===== src/rtl/sprite_blitter.sv =====
// sprite_blitter: streams NUM_SLOTS ROM sprites side by side into a VGA write port.
// Define BLIT_TRANSPARENT_EN to suppress plots of background (rom_q=1) pixels.
module sprite_blitter #(
    parameter int SPRITE_W  = 80,
    parameter int SPRITE_H  = 120,
    parameter int NUM_SLOTS = 2,
    parameter int ADDR_W    = 14
) (
    input  logic                   CLOCK_50,
    input  logic                   reset_n,
    input  logic                   start,
    input  logic [2*NUM_SLOTS-1:0] choice,
    input  logic [2:0]             fg_colour,
    input  logic [3*NUM_SLOTS-1:0] bg_colour,
    input  logic                   rom_q,
    output logic [ADDR_W-1:0]      rom_addr,
    output logic [1:0]             rom_sel,
    output logic [7:0]             x,
    output logic [6:0]             y,
    output logic [2:0]             colour,
    output logic                   plot,
    output logic                   busy,
    output logic                   done
);
    typedef enum logic [1:0] {IDLE, DRAW, FLUSH} state_t;
    localparam logic [7:0] COL_MAX  = 8'(SPRITE_W - 1);
    localparam logic [6:0] ROW_MAX  = 7'(SPRITE_H - 1);
    localparam logic [7:0] SLOT_MAX = 8'(NUM_SLOTS - 1);
    localparam logic [7:0] X_STEP   = 8'(SPRITE_W);
    state_t state, state_nx;
    logic [7:0] col, slot, xbase, slot_d;
    logic [6:0] row;
    logic [2*NUM_SLOTS-1:0] choice_l;
    logic [3*NUM_SLOTS-1:0] bg_l;
    logic [2:0] fg_l, bg_sel;
    logic [1:0] ch;
    logic pend, last_col, last_row, last_slot;
    assign last_col  = col == COL_MAX;
    assign last_row  = row == ROW_MAX;
    assign last_slot = slot == SLOT_MAX;
    assign ch        = 2'(choice_l >> (2 * slot));
    assign rom_sel   = ch == 2'd3 ? 2'd2 : ch;
    assign bg_sel    = 3'(bg_l >> (3 * slot_d));
    assign busy      = state != IDLE;
`ifdef BLIT_TRANSPARENT_EN
    assign plot      = pend & ~rom_q;
`else
    assign plot      = pend;
`endif
    assign colour    = plot ? (rom_q ? bg_sel : fg_l) : 3'd0;
    always_comb begin
        state_nx = state;
        state_nx = (state == IDLE && start) ? DRAW :
                   (state == DRAW && last_col && last_row && last_slot) ? FLUSH :
                   (state == FLUSH) ? IDLE : state;
    end
    always_ff @(posedge CLOCK_50 or negedge reset_n) begin
        if (!reset_n) begin
            state    <= IDLE;
            col      <= '0;
            row      <= '0;
            slot     <= '0;
            xbase    <= '0;
            slot_d   <= '0;
            rom_addr <= '0;
            choice_l <= '0;
            bg_l     <= '0;
            fg_l     <= '0;
            pend     <= 1'b0;
            done     <= 1'b0;
            x        <= '0;
            y        <= '0;
        end else begin
            state  <= state_nx;
            done   <= state == FLUSH;
            pend   <= state == DRAW;
            x      <= xbase + col;
            y      <= row;
            slot_d <= slot;
            if (state == IDLE && start) begin
                choice_l <= choice;
                fg_l     <= fg_colour;
                bg_l     <= bg_colour;
            end
            // Counters wrap back to zero after the last pixel, ready for the next frame.
            if (state == DRAW) begin
                col <= last_col ? 8'd0 : col + 8'd1;
                if (last_col)
                    row <= last_row ? 7'd0 : row + 7'd1;
                if (last_col && last_row) begin
                    slot     <= last_slot ? 8'd0 : slot + 8'd1;
                    xbase    <= last_slot ? 8'd0 : xbase + X_STEP;
                    rom_addr <= '0;
                end else begin
                    rom_addr <= rom_addr + 1'b1;
                end
            end
        end
    end
endmodule


===== config.mk =====
export PLATFORM = sky130hd
export DESIGN_NAME = sprite_blitter
export DESIGN_NICKNAME = d
export VERILOG_FILES = /design/src/rtl/sprite_blitter.sv
export SDC_FILE = /design/constraint.sdc
export NUM_CORES = 1
export LEC_CHECK = 0
export CAP_MARGIN = 20
export CELL_PAD_IN_SITES_DETAIL_PLACEMENT = 0
export CELL_PAD_IN_SITES_GLOBAL_PLACEMENT = 1
export CORE_UTILIZATION = 45
export DETAILED_ROUTE_END_ITERATION = 7
export PLACE_DENSITY = 0.82
export SYNTH_ARGS = -nofsm -noshare
export SYNTH_HDL_FRONTEND = slang
export SYNTH_SLANG_ARGS = --single-unit

===== constraint.sdc =====
create_clock -name CLOCK_50 -period 4.2 [get_ports CLOCK_50]
set_input_delay 0.84 -clock CLOCK_50 [delete_from_list [all_inputs] [get_ports CLOCK_50]]
set_output_delay 0.84 -clock CLOCK_50 [all_outputs]
set_load 0.05 [all_outputs]

==> key figures <==
Clocking
  – Sink Count: 81
  – CTS tree: yes
  – CTS Buf Count: 9
  – Root Buffer: clkbuf_8
  – H-tree levels: 3
  – Post-CTS sizing: 0
  – Clk buf depth: 2
  – Cts hold-fix bufs: 0
  – Worst skew pair latency: 0.34 ns
  – Post-CTS Setup Inserts: 0
  – Clk slew on worst S/H paths: 0.08 ns

Logic synthesis
  – Synth Area in Compound Gates: 6.02%
  – Syn Nets: 339
  – EDFF count, synth: 0
  – Synth Area in Simple Gates: 19.2%
  – Yosys synthesis warning count: 0
  – Largest family of logic cells by synthesized area: simple AND/OR/NAND/NOR gates
  – Count leader, synth: dfrtp_1
  – Mean Syn Cell Area: 11.2 µm²
  – Xor/xnor cell area share of the yosys netlist: 6.27%
  – Synthesized flop and latch total: 81
  – Top_reg_cell synth: dfrtp_1
  – Mux cell area share after synthesis: 5.70%
  – Area leader, netlist: dfrtp_1
  – Ranking of synthesized cells by area: dfrtp_1, mux2_2, xnor2_1
  – Synth async-reset ratio: 100%
  – Syn Inst Count: 313
  – Adder-Cell Fraction of Synth Area: 3.23%
  – Synthesized area: 3490 µm²
  – Share of the synthesized area in the top cell type: 58.1%
  – Synth top cells by count: dfrtp_1, nand2_1, nor2_1, o21ai_0
  – Synth cell types: 39
  – Seq/Total Area, Yosys: 58.1%

Setup path
  – Critical Path AT: 2.60 ns
  – Slowest cell on crit path: clkdlybuf4s50_1
  – Most frequent CP cell: clkdlybuf4s50_1
  – Largest fanout on the critical path: 4
  – Slowest cell delay on critical path: 0.80 ns
  – Worst endpoint required time: 3.36 ns
  – Worst R2R Path Depth: 4
  – Crit end category: output pin
  – Crit-path cells: clkdlybuf4s50_1 > and4b_1 > a21oi_1 > nor2b_1 > clkdlybuf4s50_1
  – Reg2reg start: col[4]
  – Type of origin of the critical path: input port
  – Worst R2R Setup Slack: 1.68 ns
  – Setup CP Type: input port to output pin
  – Worst reg2reg endpoint: xbase[7]

STA
  – Endpoints failing hold: 0
  – Setup TNS: 0 ns
  – Setup Viol. Count Final: 0
  – Fin crit share: 81.9%
  – Minimum clock period: 3.44 ns
  – Slew @ Worst Pin: 1.08 ns
  – F_max: 291 MHz
  – Clock Skew: 0.00577 ns
  – RSZ-0062 raised after global routing: false
  – Slew margin rel.: 27.4%
  – Fin. max-slew vios: 0

Pwr
  – Psw: 0.315 mW
  – Combinational power share: 4.2%
  – Switching share of power: 20.6%
  – Clk network pwr share: 44.1%
  – Internal Power: 1.21 mW
  – P_leak: 1.89 nW
  – Reg power frac: 51.7%
  – Peak supply drop: 0.184 mV
  – PD cells: 347 nW/µm²

Global route
  – Vias in the first global route: 2428
  – Overflow after GRT: 0
  – Global-route wire length before repair: 11.8 mm
  – Total track usage: 18.1%
  – Largest net degree at the start of global routing: 82
  – Initial antenna violation count: 0

Drt
  – Drt drc: 0
  – WL/cell: 14.1 µm
  – Pre-antenna DRT Iters: 4
  – Initial drt markers: 75
  – Antenna-violating nets left: 0
  – Vias: 2463
  – Vias per inst: 5.16
  – Total Wirelength: 6.71 mm

Final layout
  – ANT cells: 0
  – Fill cell count: 627
  – Share of cells above drive strength 1: 10.1%
  – Area Growth Syn to Fin: 26.0%
  – Non-Filler Instances: 477
  – Layout Nets: 399

Outcome
  – Status: finished clean

Die
  – Initial Util: 47.4%
  – Ports: 54
  – Die height: 90.1 µm
  – Core Footprint: 7370 µm²
  – Die ar.: 8110 µm²
  – Row count: 31
  – Die W: 90.1 µm

Placed design
  – GPL Wtd Cong: 0.779
  – HPWL after detailed placement: 4.61 mm
  – Port bufs: 53
  – Placed Cells incl. Taps: 460

Run
  – Maxcap violations: 0

Worst hold path
  – Hold/Removal Path Class: input port to async pin
==> worst max-delay path by stage <==
stage | slack, ns | to | start | depth (start not counted)
global route | 0.61 | colour[2] | rom_q | 5
CTS | 0.75 | colour[0] | rom_q | 5
floorplan | 1.09 | rom_sel[0] | slot[3] | 3
global placement | 0.78 | colour[1] | rom_q | 5
detailed placement | 0.76 | colour[0] | rom_q | 5
finish | 0.76 | colour[0] | rom_q | 5
==> worst max-delay path, delay by kind of cell <==
family                 cells  cell delay (ns)
buffers and inverters      2             1.32
AOI/OAI and AO/OA          1             0.08
and+or+nand+nor            2             0.35
==> power groups by stage <==
stage	registers, mW	clock network [mW]	logic, mW
floorplan	0.803	0	0.0240
global placement	0.804	0	0.0615
detailed placement	0.804	0	0.0620
CTS	0.789	0.693	0.0622
global route	0.790	0.729	0.0703
finish	0.789	0.673	0.0637
==> registers in the layout, indices dropped and copies added (netlist names) <==
signal    count
choice_l      4
y             7
done          1
x             8
row           7
xbase         4
rom_addr     14
state         2
plot          1
col           8
fg_l          3
slot_d        8
slot          8
bg_l          6
==> layout by cell type, fill, tap and decap left out, types with 2 or more instances in the layout <==
cell and count:
or4_1 3, buf_4 3, clkinv_2 2, xnor2_1 16
nand3b_1 2, o21ai_0 21, bufinv_16 3, nand4_1 8
mux2i_1 3, clkbuf_8 9, nand2_1 32, inv_1 6
ha_1 9, o31ai_1 3, nor3_1 10, xor2_1 9
mux2_2 15, dfrtp_1 81, a21oi_1 10, and3_1 3
a21boi_0 2, or3_1 2, nand2b_1 4, nand3_1 16
nor2b_1 8, clkdlybuf4s50_1 52, nor2_1 23, nor4_1 6
==> per-layer routing <==
metal	up-vias	global-route usage, %	part of all wire [%]
met5	-	0	0
met3	11	3.55	3.6
li1	1217	-	-
met1	1182	25.3	49
met4	0	7.93	2.1
met2	53	27.5	45
==> kinds of logic (layout without fill, tap and decap cells) <==
| family | after synthesis | after routing |
|---|---|---|
| simple gates | 128 | 128 |
| flops | 81 | 81 |
| compound gates | 38 | 38 |
| xor+xnor | 25 | 25 |
| mux | 18 | 18 |
| buf+inv | 14 | 79 |
| fa+ha+maj | 9 | 9 |
==> final cells by class <==
type	count	area [µm²]	share of cell area, %
clock buffer	9	124	2.82
tap	99	124	2.82
inverter	7	26.3	0.597
sequential	81	2030	46.1
multi-input combinational	218	1410	32.1
clock inverter	7	118	2.67
timing repair buffer	56	571	13.0
==> metrics by stage <==
stage               power [mW]  worst slack [ns]  utilization, %  cell area, µm²  hold WS (ns)
detailed placement       0.866             0.756            56.0            4130         0.423
CTS                       1.54             0.751            59.3            4370         0.440
finish                    1.53             0.759            59.7            4400         0.371
global placement         0.866             0.784            56.0            4130         0.424
global route              1.59             0.606            59.7            4400         0.372
floorplan                0.827              1.09               -            3490         0.386
Power figures use the tool's default switching activity.
